$ cat src/rtl/mag_sq_prep_if.sv
// Handshake bundle for mag_sq_prep: sample pair in, squared magnitude out.
// slave = block side, master = producer/consumer side.
interface mag_sq_prep_if #(
  parameter int IN_W = 8
);
  logic signed [IN_W-1:0]   x_in;
  logic signed [IN_W-1:0]   y_in;
  logic                     in_valid;
  logic                     in_ready;
  logic        [2*IN_W-1:0] num;
  logic                     num_valid;
  logic                     num_ready;

  modport slave (
    input  x_in,
    input  y_in,
    input  in_valid,
    input  num_ready,
    output in_ready,
    output num,
    output num_valid
  );

  modport master (
    output x_in,
    output y_in,
    output in_valid,
    output num_ready,
    input  in_ready,
    input  num,
    input  num_valid
  );
endinterface

$ cat src/rtl/mag_sq_prep.sv
// mag_sq_prep: x^2 + y^2 via iterative shift-add, valid/ready on both sides.
// Ports: CLK, RST (sync, active-high), bus (mag_sq_prep_if.slave):
//   x_in/y_in/in_valid/in_ready in, num/num_valid/num_ready out.
// Option MAG_SQ_PREP_PAR_EN: square |x| and |y| concurrently (latency IN_W).
module mag_sq_prep #(
  parameter int IN_W = 8
) (
  input logic         CLK,
  input logic         RST,
  mag_sq_prep_if.slave bus
);
  localparam int OW = 2 * IN_W;
  localparam int CW = $clog2(IN_W);
  localparam logic [CW-1:0] LAST = CW'(IN_W - 1);

  localparam logic [1:0] IDLE = 2'd0;
  localparam logic [1:0] SQX  = 2'd1;
  localparam logic [1:0] SQY  = 2'd2;
  localparam logic [1:0] DONE = 2'd3;

  function automatic logic [IN_W-1:0] mag(
    input logic [IN_W-1:0] v
  );
    // -2^(IN_W-1) negates to itself, which read unsigned is the magnitude
    return v[IN_W-1] ? (-v) : v;
  endfunction

  logic [1:0]      state;
  logic [OW-1:0]   acc;
  logic [OW-1:0]   mcand;
  logic [IN_W-1:0] mplier;
  logic [CW-1:0]   cnt;
  logic [OW-1:0]   pa;

  assign pa = mplier[0] ? mcand : '0;

`ifdef MAG_SQ_PREP_PAR_EN
  logic [OW-1:0]   acc2;
  logic [OW-1:0]   mcand2;
  logic [IN_W-1:0] mplier2;
  logic [OW-1:0]   pb;

  assign pb = mplier2[0] ? mcand2 : '0;
`else
  logic [IN_W-1:0] mag_y;
`endif

  assign bus.in_ready  = (state == IDLE);
  assign bus.num_valid = (state == DONE);
  assign bus.num       = acc;

  always_ff @(posedge CLK) begin
    if (RST) begin
      state  <= IDLE;
      acc    <= '0;
      mcand  <= '0;
      mplier <= '0;
      cnt    <= '0;
`ifdef MAG_SQ_PREP_PAR_EN
      acc2    <= '0;
      mcand2  <= '0;
      mplier2 <= '0;
`else
      mag_y  <= '0;
`endif
    end else begin
      unique case (state)
        IDLE: begin
          if (bus.in_valid) begin
            mcand  <= {{IN_W{1'b0}}, mag(bus.x_in)};
            mplier <= mag(bus.x_in);
            acc    <= '0;
            cnt    <= '0;
`ifdef MAG_SQ_PREP_PAR_EN
            mcand2  <= {{IN_W{1'b0}}, mag(bus.y_in)};
            mplier2 <= mag(bus.y_in);
            acc2    <= '0;
`else
            mag_y  <= mag(bus.y_in);
`endif
            state  <= SQX;
          end
        end
        SQX: begin
          mcand  <= mcand << 1;
          mplier <= mplier >> 1;
          cnt    <= cnt + 1'b1;
`ifdef MAG_SQ_PREP_PAR_EN
          mcand2  <= mcand2 << 1;
          mplier2 <= mplier2 >> 1;
          acc     <= acc + pa;
          acc2    <= acc2 + pb;
          if (cnt == LAST) begin
            // fold both partial squares into num on DONE entry
            acc   <= acc + pa + acc2 + pb;
            cnt   <= '0;
            state <= DONE;
          end
`else
          acc    <= acc + pa;
          if (cnt == LAST) begin
            // reload the shared datapath with |y|
            mcand  <= {{IN_W{1'b0}}, mag_y};
            mplier <= mag_y;
            cnt    <= '0;
            state  <= SQY;
          end
`endif
        end
        SQY: begin
          acc    <= acc + pa;
          mcand  <= mcand << 1;
          mplier <= mplier >> 1;
          cnt    <= cnt + 1'b1;
          if (cnt == LAST) begin
            cnt   <= '0;
            state <= DONE;
          end
        end
        DONE: begin
          if (bus.num_ready) state <= IDLE;
        end
        default: state <= IDLE;
      endcase
    end
  end
endmodule

$ cat src/flat_wrapper.sv
// flat-port wrapper written by rule: the top's interface ports become plain ports
module mag_sq_prep_flat 
#(
  parameter int IN_W = 8
)
  (CLK, RST, bus_x_in, bus_y_in, bus_in_valid, bus_num_ready, bus_in_ready, bus_num, bus_num_valid);
  mag_sq_prep_if #(.IN_W(IN_W)) bus_i ();
  input logic CLK;
  input logic RST;
  input wire logic [$bits(bus_i.x_in)-1:0] bus_x_in;
  input wire logic [$bits(bus_i.y_in)-1:0] bus_y_in;
  input wire logic [$bits(bus_i.in_valid)-1:0] bus_in_valid;
  input wire logic [$bits(bus_i.num_ready)-1:0] bus_num_ready;
  output wire logic [$bits(bus_i.in_ready)-1:0] bus_in_ready;
  output wire logic [$bits(bus_i.num)-1:0] bus_num;
  output wire logic [$bits(bus_i.num_valid)-1:0] bus_num_valid;
  assign bus_i.x_in = bus_x_in;
  assign bus_i.y_in = bus_y_in;
  assign bus_i.in_valid = bus_in_valid;
  assign bus_i.num_ready = bus_num_ready;
  assign bus_in_ready = bus_i.in_ready;
  assign bus_num = bus_i.num;
  assign bus_num_valid = bus_i.num_valid;
  mag_sq_prep #(.IN_W(IN_W)) u_core (.CLK(CLK), .RST(RST), .bus(bus_i));
endmodule
$ cat config.mk
export PLATFORM = sky130hd
export DESIGN_NAME = mag_sq_prep_flat
export DESIGN_NICKNAME = d
export VERILOG_FILES = /design/src/rtl/mag_sq_prep_if.sv /design/src/rtl/mag_sq_prep.sv /design/src/flat_wrapper.sv
export SDC_FILE = /design/constraint.sdc
export NUM_CORES = 1
export LEC_CHECK = 0
export BUFFER_PORTS_ARGS = -buffer_cell sky130_fd_sc_hd__buf_2
export CAP_MARGIN = 20
export CORE_UTILIZATION = 55
export CTS_BUF_LIST = sky130_fd_sc_hd__clkbuf_4
export DETAILED_ROUTE_END_ITERATION = 12
export PLACE_DENSITY_LB_ADDON = 0.25
export SYNTH_ARGS = -nofsm -noshare
export SYNTH_HDL_FRONTEND = slang
export SYNTH_SLANG_ARGS = --single-unit
$ cat constraint.sdc
create_clock -name CLK -period 2.3 [get_ports CLK]
set_input_delay 0.575 -clock CLK [delete_from_list [all_inputs] [get_ports CLK]]
set_output_delay 0.575 -clock CLK [all_outputs]
set_load 0.02 [all_outputs]
Word-level counts from Yosys, hierarchy flattened
Cells that the tools add are included.

Bits in registers: 53. Bits in latches: 0. RAM bits: 0. ROM bits: 0. Input port bits: 20. Output and inout port bits: 18. Logic and storage cells: 45. Memories: 0.

$add $sub $neg: 4. $mul: 0. Div/mod/pow operators: 0. $lt $le $gt $ge: 0. Equality and inequality tests: 8. Shift operators: 0. Muxes and demuxes: 19. Bitwise logic cells: 0. Reductions and logical operators: 8.

Operators with widths (count): $mux W16 (4); $pmux W16 S3 (1); $mux W8 (4); $pmux W16 S2 (1); $pmux W8 S3 (1); $add A16 B16 Y16 (1); $neg A8 Y8 (2); $mux W2 (4); $pmux W2 S4 (1); $mux W3 (2); $pmux W3 S2 (1); $reduce_and A2 Y1 (3); $eq A2 B2 Y1 const B (2); $ne A2 B1 Y1 const B (2); $ne A2 B2 Y1 const B (2); $reduce_and A4 Y1 (1); $add A3 B1 Y3 const B (1); $eq A3 B3 Y1 const B (1); $reduce_bool A3 Y1 (1); $eq A2 B1 Y1 const B (1); $logic_not A2 Y1 (1); $reduce_bool A2 Y1 (1); $reduce_or A2 Y1 (1).

Logic depth before layout (Yosys ltp)
Word-level depth: 4. Gate-level depth with buffers: 9. Gate-level depth less buffers: 9.

Least setup slack after synthesis
No wires, ideal clock.

Path kind: reg-to-reg. From: register u_core.mplier[0]. To: register u_core.acc[14], in the netlist u_core.bus.num[14]. Setup time: 117 ps. Data arrival time: 2284 ps. Data required time: 2183 ps. Slack: -101 ps. Cell stages (with the launch flop): 10. Clock period less this slack: 2401 ps. Path through: dfxtp_1 clkbuf_1 and2_1 ha_1 buf_6 a21o_1 a221o_1 a41o_1 or3_1 a32o_1.

Word-level cells in the longest chain between the ends: 3.

Ends and longest elaborated chain: from (decl) (RTL line mag_sq_prep.sv:31) `logic [IN_W-1:0] mplier;`; from (signal assigned) (RTL line mag_sq_prep.sv:71) `mplier <= mag(bus.x_in);`; from (signal assigned) (RTL line mag_sq_prep.sv:86) `mplier <= mplier >> 1;`; from (signal assigned) (RTL line mag_sq_prep.sv:104) `mplier <= mag_y;`; $mux W16 (RTL line mag_sq_prep.sv:35) `assign pa = mplier[0] ? mcand : '0;`; $add A16 B16 Y16 (RTL line mag_sq_prep.sv:100, mag_sq_prep.sv:111); $pmux W16 S2 (RTL line mag_sq_prep.sv:67) `unique case (state)`; to (signal assigned) (RTL line mag_sq_prep.sv:100) `acc <= acc + pa;`; to (signal assigned) (RTL line mag_sq_prep.sv:111) `acc <= acc + pa;`; to (decl) (RTL line mag_sq_prep.sv:29) `logic [OW-1:0] acc;`.

Every way passes these cells. A chain may end at the register's enable or synchronous reset.

Worst setup path in the final report
From: register u_core.mplier[0]. To: register u_core.acc[13], in the netlist u_core.bus.num[13].

The elaborated chain is that of the path after synthesis.

==> flow_metrics.env <==
export IMPL_synth_cell_types=52
export IMPL_cts_sinks=53
export IMPL_finalCriticalPeriod_ps=2280
export IMPL_antenna_cells=0
export IMPL_grt_pass1_wl_um=13800
export IMPL_critPathBufInv=1
export IMPL_cp_cell_sequence="buf_6 > and2_1 > ha_1 > a21oi_2 > o21ai_0 > a21o_1 > or3_1 > a32o_1"
export IMPL_p_per_area_nw_per_um2=839
export IMPL_maxCapViolCount=0
export IMPL_fin_area_um2=4050
export IMPL_synth_area_leaders="dfxtp_1 (32%), ha_1 (8.7%), nor2_1 (5.0%), a21oi_1 (4.2%), and2_1 (3.8%)"
export IMPL_grt_pass1_vias=3012
export IMPL_total_power_uw=3400
export IMPL_finalSetupViolations=0
export IMPL_grt_usage=0.278
export IMPL_worstMarginPinSlew_ps=470
export IMPL_ys_seq_area_frac=0.322
export IMPL_worst_setup_path_start_kind="register"
export IMPL_worstHoldPathType="primary input to register"
export IMPL_clock_root_buffer="clkbuf_4"
export IMPL_finClkSkew_ps=11.1
export IMPL_cts_tree="built"
export IMPL_area_delta_synth_final_pct=22.9
export IMPL_drc=0
export IMPL_routed_wl_um=8630
export IMPL_ys_ff_latch=53
export IMPL_fin_cells=534
export IMPL_final_setup_worst_slack_ps=22.0
export IMPL_grt_start_max_net_pins=42
export IMPL_antenna_found_initial=0
export IMPL_die_x_um=79.5
export IMPL_crit_fanout=8
export IMPL_critical_path_top_delay_family="compound AO/OA/AOI/OAI gates"
export IMPL_cts_inserted_buffers=5
export IMPL_max_vdd_ir_drop_uv=898
export IMPL_dp_cells=518
export IMPL_max_slew_margin=0.687
export IMPL_synthFlopType="dfxtp_1"
export IMPL_finalHoldViolCount=0
export IMPL_dieArea_um2=6310
export IMPL_synth_edf_count=0
export IMPL_synth_area_um2=3300
export IMPL_syn_nets=442
export IMPL_arrival_ps=2560
export IMPL_start_util=0.585
export IMPL_layout_commonest_cell="dfxtp_1"
export IMPL_via_per_inst=6.26
export IMPL_power_leakage_uw=0.00174
export IMPL_cp_end_kind="register"
export IMPL_rows=27
export IMPL_synth_async_reset_ratio=0
export IMPL_ant_nets=0
export IMPL_core_area_um2=5640
export IMPL_fin_crit_sh=0.990
export IMPL_overflow=0
export IMPL_num_io_pins=38
export IMPL_via_count=3342
export IMPL_yosys_warnings=0
export IMPL_mostFrequentLayoutCells="dfxtp_1 (52), nor2_1 (44), buf_4 (38), buf_2 (37)"
export IMPL_clk_pin_slew_ps=140
export IMPL_portBuffers=37
export IMPL_yosysTopAreaCell="dfxtp_1"
export IMPL_cp_slowest_cell="ha_1"
export IMPL_status="complete, no violations"
export IMPL_dr_pass1_iters=5
export IMPL_gp_congestion=0.932
export IMPL_netlist_instances=398
export IMPL_dpl_cell_area_um2=3740
export IMPL_path_class="register to register"
export IMPL_insertion_delay_ps=380
export IMPL_drt_iter0_drc=344
export IMPL_synth_top_cell_area_share=0.322
export IMPL_finalMaxSlewViolations=0
export IMPL_cts_max_level=2
export IMPL_cpPeakStageDelay_ps=400
export IMPL_rsz0062_at_grt="yes"
export IMPL_drive_above_1_share=0.255
export IMPL_place_hpwl_um=6180
export IMPL_die_h_um=79.5
export IMPL_cts_path_max_buffers=2
export IMPL_synth_area_per_cell_um2=8.29
export IMPL_fmax_mhz=439
export IMPL_wl_per_cell_um=16.2
export IMPL_worst_hold_slack_ps=461
export IMPL_cp_required_ps=2580
export IMPL_nets=505
export IMPL_pre_cts_ws_ps=-92.0
-- worst paths after layout --
check             cells after the start            endpoint             start  slack, ps
setup / recovery                      8  u_core.bus.num[13]  u_core.mplier[0]         20
hold / removal                        3     u_core.mag_y[0]       bus_y_in[0]        460
setup reg to reg                      8  u_core.bus.num[13]  u_core.mplier[0]         20
hold reg to reg                       2       u_core.cnt[1]     u_core.cnt[1]        470
-- what timing repair did --
item | CTS | global route
buffers inserted | 4 | 4
gates resized for setup | 11 | 24
pin swaps | 3 | 9
setup endpoints to repair | 7 | 9
hold buffers | 0 | 0
-- sequential cells by signal (all words and copies together) (netlist names) --
name and flops:
u_core.state 2, u_core.mcand 16, u_core.mag_y 8, u_core.cnt 3, u_core.mplier 8, u_core.bus.num 16
-- cells in the mapped netlist, drive strengths merged (3+ instances only) --
| master | instances |
|---|---|
| xnor2 | 7 |
| o31ai | 4 |
| a32o | 7 |
| nand3 | 4 |
| nor2b | 4 |
| a21o | 6 |
| nor3 | 12 |
| dfxtp | 53 |
| inv | 15 |
| a21oi | 28 |
| a22oi | 16 |
| o21ai | 19 |
| clkbuf | 17 |
| xor2 | 8 |
| buf | 4 |
| a22o | 11 |
| and2 | 20 |
| ha | 23 |
| or3 | 7 |
| a211oi | 14 |
| nor2 | 44 |
| mux2 | 6 |
| o211ai | 4 |
| nand2 | 25 |
| a21boi | 3 |
| nand4 | 3 |
-- per-layer routing --
layer,GRT usage,part of all wire,up-vias
met5,0,0,-
met4,0.0618,0.020,0
met3,0.0491,0.067,26
met2,0.450,0.45,151
met1,0.381,0.46,1562
li1,-,-,1603
-- metrics by stage --
step            util  setup TNS [ps]
2_1_floorplan      -           -14.8
3_3_place_gp   0.663               0
3_5_place_dp   0.663            -123
4_1_cts        0.689               0
5_1_grt        0.719            -250
6_report       0.719               0
-- cell type report --
class / instances / area (µm²)
Sequential cell: 53 / 1060
Timing Repair Buffer: 77 / 502
Clock buffer: 5 / 37.5
Fill cell: 451 / 1590
Tap cell: 72 / 90.1
Clock inverter: 3 / 41.3
Inverter: 15 / 56.3
Multi-Input combinational cell: 309 / 2260
-- logic make-up (layout without fill, tap and decap cells) --
family                   Yosys count  count (layout)  synth area share
flip-flops                        53              53             0.322
adder cells (fa/ha/maj)           24              24            0.0933
buffers and inverters             36             100            0.0440
XOR/XNOR                          15              15            0.0398
AO/OA/AOI/OAI                    134             134             0.287
AND/OR/NAND/NOR                  128             128             0.187
multiplexers                       8               8            0.0265
-- where the power goes --
| group | leakage, µW | total, µW | internal (µW) | switching, µW |
|---|---|---|---|---|
| sequential | 0.000433 | 1280 | 1120 | 159 |
| clock | 0.0000389 | 521 | 225 | 296 |
| combinational | 0.00127 | 1600 | 634 | 968 |
| total | 0.00174 | 3400 | 1980 | 1420 |
-- tightest hold or removal path: stages --
cell and delay, ps:
buf_2 120, nand2_1 50, a21oi_1 50
No activity file was read; power rests on OpenSTA's default activity.
